$ cat config.mk
export PLATFORM = sky130hd
export DESIGN_NAME = text_writer
export DESIGN_NICKNAME = d
export VERILOG_FILES = /design/src/rtl/text_mode_pkg.sv /design/src/rtl/text_cursor.sv /design/src/rtl/text_writer.sv
export SDC_FILE = /design/constraint.sdc
export NUM_CORES = 1
export LEC_CHECK = 0
export BUFFER_PORTS_ARGS = -buffer_cell sky130_fd_sc_hd__buf_2
export CORE_MARGIN = 2
export CORE_UTILIZATION = 44
export DETAILED_ROUTE_END_ITERATION = 7
export HOLD_SLACK_MARGIN = 0.08
export MAX_ROUTING_LAYER = met4
export PLACE_DENSITY = 0.71
export SYNTH_ARGS = -nofsm -noshare
export SYNTH_HDL_FRONTEND = slang
export SYNTH_HIERARCHICAL = 1
export SYNTH_SLANG_ARGS = --single-unit
$ cat constraint.sdc
create_clock -name clk -period 3.14 [get_ports clk]
set_input_delay 0.314 -clock clk [delete_from_list [all_inputs] [get_ports clk]]
set_output_delay 0.314 -clock clk [all_outputs]
set_load 0.01 [all_outputs]
$ cat src/rtl/text_mode_pkg.sv
// Shared constants and FSM state type for the text_writer slice.
// The scroll states exist only when TEXT_WRITER_SCROLL_EN is defined.
package text_mode_pkg;
    localparam int unsigned COLS_DEFAULT = 80;
    localparam int unsigned ROWS_DEFAULT = 25;
    localparam logic [7:0]  BLANK_CHAR   = 8'h20;

    localparam logic [7:0] CHR_BS = 8'h08;
    localparam logic [7:0] CHR_LF = 8'h0A;
    localparam logic [7:0] CHR_FF = 8'h0C;
    localparam logic [7:0] CHR_CR = 8'h0D;

`ifdef TEXT_WRITER_SCROLL_EN
    typedef enum logic [2:0] {ST_IDLE, ST_PUT, ST_SCROLL_RD, ST_SCROLL_WR, ST_CLEAR} state_t;
`else
    typedef enum logic [2:0] {ST_IDLE, ST_PUT, ST_CLEAR} state_t;
`endif
endpackage

$ cat src/rtl/text_cursor.sv
// Cursor position register with column advance/wrap, line feed and backspace.
// TEXT_WRITER_SCROLL_EN: row pins at ROWS-1 on advance; otherwise it wraps to 0.
module text_cursor
    import text_mode_pkg::*;
#(
    parameter int unsigned COLS = COLS_DEFAULT,
    parameter int unsigned ROWS = ROWS_DEFAULT
) (
    input  logic       clk,
    input  logic       rst_n_i,
    input  logic       i_home,
    input  logic       i_cr,
    input  logic       i_inc,
    input  logic       i_lf,
    input  logic       i_back,
    output logic [6:0] o_col,
    output logic [4:0] o_row,
    output logic       o_last_col,
    output logic       o_last_row
);
    logic [6:0] r_col;
    logic [4:0] r_row;
    logic [4:0] w_row_adv;

    assign o_col      = r_col;
    assign o_row      = r_row;
    assign o_last_col = (r_col == 7'(COLS - 1));
    assign o_last_row = (r_row == 5'(ROWS - 1));

    always_comb begin
        w_row_adv = r_row + 5'd1;
        if (o_last_row) begin
`ifdef TEXT_WRITER_SCROLL_EN
            w_row_adv = r_row;
`else
            w_row_adv = '0;
`endif
        end
    end

    always_ff @(posedge clk or negedge rst_n_i) begin
        if (!rst_n_i) begin
            r_col <= '0;
            r_row <= '0;
        end else if (i_home) begin
            r_col <= '0;
            r_row <= '0;
        end else if (i_cr) begin
            r_col <= '0;
        end else if (i_lf) begin
            r_row <= w_row_adv;
        end else if (i_back) begin
            if (r_col != '0) r_col <= r_col - 7'd1;
        end else if (i_inc) begin
            if (o_last_col) begin
                r_col <= '0;
                r_row <= w_row_adv;
            end else begin
                r_col <= r_col + 7'd1;
            end
        end
    end
endmodule

$ cat src/rtl/text_writer.sv
// Character-stream writer into a text-mode screen RAM (put, BS, CR, LF, FF clear).
// Optional TEXT_WRITER_SCROLL_EN: scroll the screen up instead of wrapping to row 0.
module text_writer
    import text_mode_pkg::*;
#(
    parameter int unsigned COLS       = COLS_DEFAULT,
    parameter int unsigned ROWS       = ROWS_DEFAULT,
    parameter logic [7:0]  BLANK_CHAR = text_mode_pkg::BLANK_CHAR
) (
    input  logic        clk,
    input  logic        rst_n_i,
    input  logic [7:0]  char_i,
    input  logic        char_valid_i,
    output logic        char_ready_o,
    input  logic        ram_grant_i,
    output logic [11:0] ram_addr_o,
    output logic [7:0]  ram_data_o,
    output logic        ram_wren_o,
    input  logic [7:0]  ram_q_i,
    output logic [6:0]  cursor_col_o,
    output logic [4:0]  cursor_row_o,
    output logic        busy_o
);
    state_t      r_state, w_next;
    logic [11:0] r_addr;
    logic [7:0]  r_data;
    logic [4:0]  r_end_row;
    logic        r_full, r_put_adv;
    logic        w_xfer, w_is_bs, w_is_lf, w_is_ff, w_is_cr, w_is_prt;
    logic [6:0]  w_col;
    logic [4:0]  w_row;
    logic        w_last_col, w_last_row, w_wrap_bottom, w_bottom_go, w_clr_last;
    logic        w_home, w_cr, w_inc, w_lf, w_back;
    logic [11:0] w_clr_next;
`ifdef TEXT_WRITER_SCROLL_EN
    localparam state_t ST_BOTTOM = ST_SCROLL_RD;
    logic r_phase;
    logic w_scr_last;
    assign w_scr_last = (r_addr[6:0] == 7'(COLS - 1)) && (r_addr[11:7] == 5'(ROWS - 2));
`else
    localparam state_t ST_BOTTOM = ST_CLEAR;
    logic w_unused_q;
    assign w_unused_q = ^ram_q_i;
`endif

    text_cursor #(.COLS(COLS), .ROWS(ROWS)) u_cursor (
        .clk(clk), .rst_n_i(rst_n_i), .i_home(w_home), .i_cr(w_cr), .i_inc(w_inc),
        .i_lf(w_lf), .i_back(w_back), .o_col(w_col), .o_row(w_row),
        .o_last_col(w_last_col), .o_last_row(w_last_row)
    );

    assign w_xfer   = char_valid_i && (r_state == ST_IDLE);
    assign w_is_bs  = (char_i == CHR_BS);
    assign w_is_lf  = (char_i == CHR_LF);
    assign w_is_ff  = (char_i == CHR_FF);
    assign w_is_cr  = (char_i == CHR_CR);
    assign w_is_prt = !(w_is_bs || w_is_lf || w_is_ff || w_is_cr);
    assign w_wrap_bottom = r_put_adv && w_last_col && w_last_row;
    assign w_bottom_go   = (w_xfer && w_is_lf && w_last_row) ||
                           ((r_state == ST_PUT) && ram_grant_i && w_wrap_bottom);
    assign w_clr_last = (r_addr[6:0] == 7'(COLS - 1)) && (r_addr[11:7] == r_end_row);
    assign w_clr_next = (r_addr[6:0] == 7'(COLS - 1)) ? {r_addr[11:7] + 5'd1, 7'd0}
                                                      : {r_addr[11:7], r_addr[6:0] + 7'd1};
    assign ram_addr_o   = r_addr;
    assign ram_data_o   = r_data;
    assign cursor_col_o = w_col;
    assign cursor_row_o = w_row;

    always_ff @(posedge clk or negedge rst_n_i) begin
        if (!rst_n_i) r_state <= ST_IDLE;
        else          r_state <= w_next;
    end

    always_comb begin
        w_next = r_state;
        case (r_state)
            ST_IDLE: if (w_xfer) begin
                if (w_is_ff)                               w_next = ST_CLEAR;
                else if (w_is_prt || (w_is_bs && w_col != '0)) w_next = ST_PUT;
                else if (w_is_lf && w_last_row)            w_next = ST_BOTTOM;
            end
            ST_PUT:   if (ram_grant_i) w_next = w_wrap_bottom ? ST_BOTTOM : ST_IDLE;
            ST_CLEAR: if (ram_grant_i && w_clr_last) w_next = ST_IDLE;
`ifdef TEXT_WRITER_SCROLL_EN
            ST_SCROLL_RD: if (ram_grant_i && r_phase) w_next = ST_SCROLL_WR;
            ST_SCROLL_WR: w_next = (ram_grant_i && w_scr_last) ? ST_CLEAR : ST_SCROLL_RD;
`endif
            default: w_next = ST_IDLE;
        endcase
    end

    // Write enable is gated by grant in the same cycle so no write can land outside blanking.
    always_comb begin
        char_ready_o = (r_state == ST_IDLE);
        busy_o       = (r_state != ST_IDLE);
        ram_wren_o   = 1'b0;
        case (r_state)
            ST_PUT, ST_CLEAR: ram_wren_o = ram_grant_i;
`ifdef TEXT_WRITER_SCROLL_EN
            ST_SCROLL_WR:     ram_wren_o = ram_grant_i;
`endif
            default:          ram_wren_o = 1'b0;
        endcase
        w_home = (r_state == ST_CLEAR) && ram_grant_i && w_clr_last && r_full;
        w_cr   = w_xfer && w_is_cr;
        w_lf   = w_xfer && w_is_lf;
        w_back = w_xfer && w_is_bs;
        w_inc  = (r_state == ST_PUT) && ram_grant_i && r_put_adv;
    end

    always_ff @(posedge clk or negedge rst_n_i) begin
        if (!rst_n_i) begin
            r_addr    <= '0;
            r_data    <= '0;
            r_end_row <= '0;
            r_full    <= 1'b0;
            r_put_adv <= 1'b0;
`ifdef TEXT_WRITER_SCROLL_EN
            r_phase   <= 1'b0;
`endif
        end else if (w_bottom_go) begin
`ifdef TEXT_WRITER_SCROLL_EN
            r_addr  <= {5'd1, 7'd0};
            r_phase <= 1'b0;
`else
            r_addr    <= '0;
            r_data    <= BLANK_CHAR;
            r_end_row <= '0;
            r_full    <= 1'b0;
`endif
        end else begin
            case (r_state)
                ST_IDLE: if (w_xfer) begin
                    if (w_is_ff) begin
                        r_addr    <= '0;
                        r_data    <= BLANK_CHAR;
                        r_end_row <= 5'(ROWS - 1);
                        r_full    <= 1'b1;
                    end else if (w_is_prt) begin
                        r_addr    <= {w_row, w_col};
                        r_data    <= char_i;
                        r_put_adv <= 1'b1;
                    end else if (w_is_bs && w_col != '0) begin
                        r_addr    <= {w_row, w_col - 7'd1};
                        r_data    <= BLANK_CHAR;
                        r_put_adv <= 1'b0;
                    end
                end
                ST_CLEAR: if (ram_grant_i && !w_clr_last) r_addr <= w_clr_next;
`ifdef TEXT_WRITER_SCROLL_EN
                // Read needs two granted cycles (address, then data); a gap restarts the cell.
                ST_SCROLL_RD: begin
                    if (!ram_grant_i) r_phase <= 1'b0;
                    else if (!r_phase) r_phase <= 1'b1;
                    else begin
                        r_phase      <= 1'b0;
                        r_data       <= ram_q_i;
                        r_addr[11:7] <= r_addr[11:7] - 5'd1;
                    end
                end
                ST_SCROLL_WR: begin
                    if (!ram_grant_i) r_addr[11:7] <= r_addr[11:7] + 5'd1;
                    else if (w_scr_last) begin
                        r_addr    <= {5'(ROWS - 1), 7'd0};
                        r_data    <= BLANK_CHAR;
                        r_end_row <= 5'(ROWS - 1);
                        r_full    <= 1'b0;
                    end else if (r_addr[6:0] == 7'(COLS - 1)) r_addr <= {r_addr[11:7] + 5'd2, 7'd0};
                    else r_addr <= {r_addr[11:7] + 5'd1, r_addr[6:0] + 7'd1};
                end
`endif
                default: ;
            endcase
        end
    end
endmodule

# Yosys cells after proc, flatten, opt, wreduce, memory -nomap -nowiden
# Index checks and enable logic that the tools add are counted.
# totals
input_bits	20
output_inout_bits	35
elab_cells	131
ff_bits	42
# classes
eq_ne	24
n_reduce_logical	44
bitwise_logic	2
mux	47
add_sub_neg	5
# ops
cell	n
two-way mux 12 bit	7
two-way mux 5 bit	11
two-way mux 7 bit	7
two-way mux 8 bit	6
== test 8 x 4 -> 1 bit (second input constant)	4
one-hot mux 12 bit (2 select lines)	1
logical AND 1 bit	18
two-way mux 3 bit	6
adder 7 x 1 -> 7 bit (second input constant)	2
== test 7 bit (second input constant)	2
AND reduction 4 bit	3
nonzero test 3 bit	4
adder 5 x 1 -> 5 bit (second input constant)	2
AND reduction 5 bit	2
!= test 3 x 1 -> 1 bit (second input constant)	3
one-hot mux 3 bit (3 select lines)	1
AND reduction 3 bit	3
two-way mux 1 bit	7
nonzero test 7 bit	1
subtractor 7 x 1 -> 7 bit (second input constant)	1
!= test 2 x 1 -> 1 bit (second input constant)	3
nonzero test 2 bit	3
== test 5 bit	1
== test 5 bit (second input constant)	1
other kinds (16)	23

# Logic depth before layout (Yosys ltp)
# depth
ltp_word	10
mapped_depth	11
mapped_depth_nobuf	9

# By module
# Netlist, hierarchy kept.
# by_module_without_submodules
module	instances	area_per_inst_um2	seq_area_each_um2	cells_each
text_writer	1	1757.9	600.6	213
text_cursor	1	864.6	300.3	93

# Worst setup path before layout
# No wires, ideal clock.
# synth_path
path_kind	reg-to-reg
from	register r_state[0]
to	register u_cursor.r_row[2], in the netlist u_cursor/o_row[2]
setup_ns	0.078
arrival_ns	2.749
slack_ns	0.313
n_path_buf	2
stages_incl_launch_ff	12
period_less_slack_ns	2.827
t_required_ns	3.062
cell_sequence	dfrtp_1 -> inv_1 -> ha_1 -> clkbuf_1 -> and2_1 -> nand2_1 -> nor4_1 -> and4b_1 -> buf_4 -> a31oi_4 -> o21ai_0 -> a21oi_1
# synth_via
elab_cells_between_ends	20
classes_between	eq/ne: 4; mux: 3; reduce/logical: 13
# synth_rtl
item	line_no	source
start: declaration	text_writer.sv:24	state_t r_state, w_next;
start signal: assignment	text_writer.sv:71	else r_state <= w_next;
logical NOT 3 bit	n/a	
net char_ready_o	text_writer.sv:14	output logic char_ready_o,
logical AND 1 bit	text_writer.sv:52	assign w_xfer = char_valid_i && (r_state == ST_IDLE);
logical AND 1 bit	text_writer.sv:107	w_back = w_xfer && w_is_bs;
net w_back	text_writer.sv:33	logic w_home, w_cr, w_inc, w_lf, w_back;
!= test 3 x 1 -> 1 bit (no source line)	n/a	
AND reduction 4 bit (no source line)	n/a	
end signal: assignment	text_cursor.sv:51	r_row <= w_row_adv;
end signal: assignment	text_cursor.sv:57	r_row <= w_row_adv;
end: declaration	text_cursor.sv:22	logic [4:0] r_row;
# The timed path passes the listed nets, and every way through them passes these cells. The select of a mux whose other input is x is not followed.
# A chain may end at the register's enable or synchronous reset.

# Final worst setup path
# layout_path
from	register r_addr[0], in the netlist ram_addr_o[0]
to	register u_cursor.r_col[3], in the netlist u_cursor/o_col[3]
# layout_via
elab_chain_cells	6
elab_cells_between_ends	9
classes_between	eq/ne: 3; mux: 1; reduce/logical: 5
# layout_rtl
item	line_no	source
start: declaration	text_writer.sv:25	logic [11:0] r_addr;
start signal: assignment	text_writer.sv:140	r_addr <= {w_row, w_col};
start signal: assignment	text_writer.sv:144	r_addr <= {w_row, w_col - 7'd1};
start signal: assignment	text_writer.sv:149	ST_CLEAR: if (ram_grant_i && !w_clr_last) r_addr <= w_clr_next;
== test 7 bit *	text_writer.sv:61	assign w_clr_last = (r_addr[6:0] == 7'(COLS - 1)) && (r_addr[11:7] == r_end_row);
logical AND 1 bit *	text_writer.sv:61	
logical AND 1 bit * (2 in a row)	text_writer.sv:104	w_home = (r_state == ST_CLEAR) && ram_grant_i && w_clr_last && r_full;
net w_home	text_writer.sv:33	
!= test 4 x 2 -> 1 bit (no source line) (tied with other cells)	n/a	
AND reduction 3 bit (no source line)	n/a	
end signal: assignment	text_cursor.sv:53	if (r_col != '0) r_col <= r_col - 7'd1;
end signal: assignment	text_cursor.sv:59	r_col <= r_col + 7'd1;
end: declaration	text_cursor.sv:21	logic [6:0] r_col;
# Mark *: on every way through the listed nets, which the timed path passes. The rest lies on a longest branch.

==> impl_metrics.yaml <==
timing:
  fin_worst_skew_ns: 0.00806
  tightestPinTransition_ns: 0.953
  final-max-slew-violation-count: 0
  setup_viol: 0
  layout_setup_ws_ns: 0.582
  clock.fmax_mhz: 391
  min_period_ns: 2.56
  finalSetupTns_ns: 0
  slew_headroom_pct: 36.5
  rsz0062_at_grt: "false"
  post-route-period-util_pct: 81.5
  hold_slack_ns: 0.108
  finalHoldViolCount: 0
route:
  wl_microns: 6650
  first_iter_violations: 144
  drt-pass1-iter-count: 4
  vias: 2535
  drc: 0
  drt-vias-per-instance: 5.90
  ant_nets: 0
  wl_per_cell_microns: 15.5
yosys:
  synth_edf_count: 0
  synth_cells: 306
  yosys.area.top_type: "dfrtp_1"
  synth_cell_type_count: 64
  synth_warnings: 6
  syn_area_sq_um: 2620
  avgSynthCellArea_sq_um: 8.57
  synth_nets: 338
  synthTopCellsByArea: "dfrtp_1, a21oi_1, ha_1, nand2_1, inv_1"
  ys.flop_type: "dfrtp_1"
  async_flop_share_pct: 100
  yosysTopAreaCellShare_pct: 34.4
  ys_seq_area_share_pct: 34.4
  synth-seq-cells: 36
worst_setup_path:
  required_ns: 3.32
  worstPathArrival_ns: 2.74
  path_cells: "ha_1, nand3_1, nor4_1, and3_1, or2_2, nor2_1, a32o_1"
  max_stage_delay_ns: 0.59
  critPathSlowestCell: "nor4_1"
  critPathKind: "register to register"
  critical_path.max_fanout: 9
  critPathCaptureType: "register"
  start_kind: "register"
  crit_buf_inv: 0
  path_delay_family: "simple AND/OR/NAND/NOR gates"
run_status:
  status: "finished clean"
global_routing:
  grt_pass1_wl_microns: 11000
  antenna_found_initial: 0
  use_met3_pct: 4.89
  grt_pass1_vias: 2377
  grt_use_met1_pct: 27.2
  grt_max_degree: 37
  grt_util_met2_pct: 36.0
  grt_overflow: 0
  grt-busiest-layer: "met2"
  grt_util_all_layers_pct: 21.9
power:
  ir_drop_mv: 0.445
  powerDensity_nw_per_um2: 795
  p_leak_uw: 0.00132
final_layout:
  final_common_cell: "buf_2"
  fin_util_pct: 52.1
  final_cell_mix: "buf_2, dfrtp_1, a21oi_1"
  n_antenna_cell: 0
  drive_above_1_share_pct: 19.7
  areaGrowthSynthToFinish_pct: 16.2
  final_nets: 386
worst_hold_path:
  hold_path_class: "input port to asynchronous set/reset pin"
cts:
  post_cts_buffers: 0
  clk_latency_ns: 0.29
  postCtsHoldBufs: 0
  htree_levels: 2
  cts_tree: "built"
  cts.sinks: 36
  root_buffer: "clkbuf_8"
  postCtsResizedCells: 0
  path_clk_slew_ns: 0.07
  cts.path.max_buffers: 2
  numCtsBuffers: 5
die:
  coreArea_sq_um: 5850
  fp.dieH_microns: 81.2
  initial_core_util_pct: 44.8
  dieArea_sq_um: 6590
  die_w_microns: 81.2
  rows: 28
  ios: 55
placement:
  gp_congestion: 0.864
  pre_cts_slack_ns: 0.537
  io_buffers: 46
  dp_hpwl_microns: 4860
flow_run:
  maxCapViolCount: 0
==> cell type report <==
class,instances,area (sq um)
Fill cell,566,2800
Multi-Input combinational cell,240,1600
Sequential cell,36,901
Timing Repair Buffer,52,275
Tap cell,75,93.8
Clock buffer,6,72.6
Inverter,19,71.3
Clock inverter,2,35.0
==> metal layers <==
metal	part of all wire (%)	wire length, microns	vias up
li1	-	-	1235
met1	44	2930	1213
met2	50	3300	78
met3	5.6	371	9
met4	0.77	51	0
met5	0	0	-
==> synth_stat cells, drive strengths merged (5+ instances only) <==
cell,n
nor2,19
xnor2,5
ha,12
o21ai,14
a211oi,5
clkbuf,7
and2,5
dfrtp,36
nand4,5
nand3,13
nor3,9
nor4,5
inv,19
nor2b,5
mux2i,6
a21oi,34
nand2,31
==> registers in the layout, summed over array words and instances (netlist names) <==
register	count
r_put_adv	1
ram_addr_o	12
r_end_row	1
r_state	2
u_cursor/o_row	5
ram_data_o	8
u_cursor/o_col	7
==> report_power, final <==
part / internal [uW] / switching, uW
clock network: 236 / 169
registers: 624 / 258
logic: 504 / 632
total: 1360 / 1060
==> path summary, 6_finish.rpt <==
path	from	depth (start not counted)	slack [ns]	end
worst max register to register	ram_addr_o[0]$_DFFE_PN0P_	7	0.58	u_cursor/o_col[3]$_DFFE_PN0P_
worst min-delay path	rst_n_i	1	0.11	ram_addr_o[10]$_DFFE_PN0P_
max in group asynchronous	rst_n_i	1	2.50	u_cursor/o_row[1]$_DFFE_PN0P_
worst min register to register	ram_data_o[7]$_DFFE_PN0P_	2	0.53	ram_data_o[7]$_DFFE_PN0P_
worst max-delay path	ram_addr_o[0]$_DFFE_PN0P_	7	0.58	u_cursor/o_col[3]$_DFFE_PN0P_
min in group clk	char_i[7]	3	0.28	ram_data_o[7]$_DFFE_PN0P_
==> through the flow <==
| stage | instance area (sq um) | cells | total power [uW] |
|---|---|---|---|
| final | 3050 | 430 | 2420 |
| after floorplan | 2620 | 306 | 1630 |
| after detailed placement | 2940 | 422 | 2020 |
| after CTS | 3050 | 430 | 2440 |
| after global placement | 2940 | 422 | 1980 |
| after global routing | 3050 | 430 | 2640 |
==> cell families (layout without fill, tap and decap cells) <==
group,count (synthesis),count (layout),share of synthesized area [%]
xor gates and xnor gates,8,8,2.67
AOI/OAI and AO/OA,94,94,25.0
muxes,6,6,2.29
buffers and inverters,30,79,4.68
and+or+nand+nor,120,120,25.3
DFF,36,36,34.4
adders and majority gates,12,12,5.73
Power figures use the tool's default switching activity.
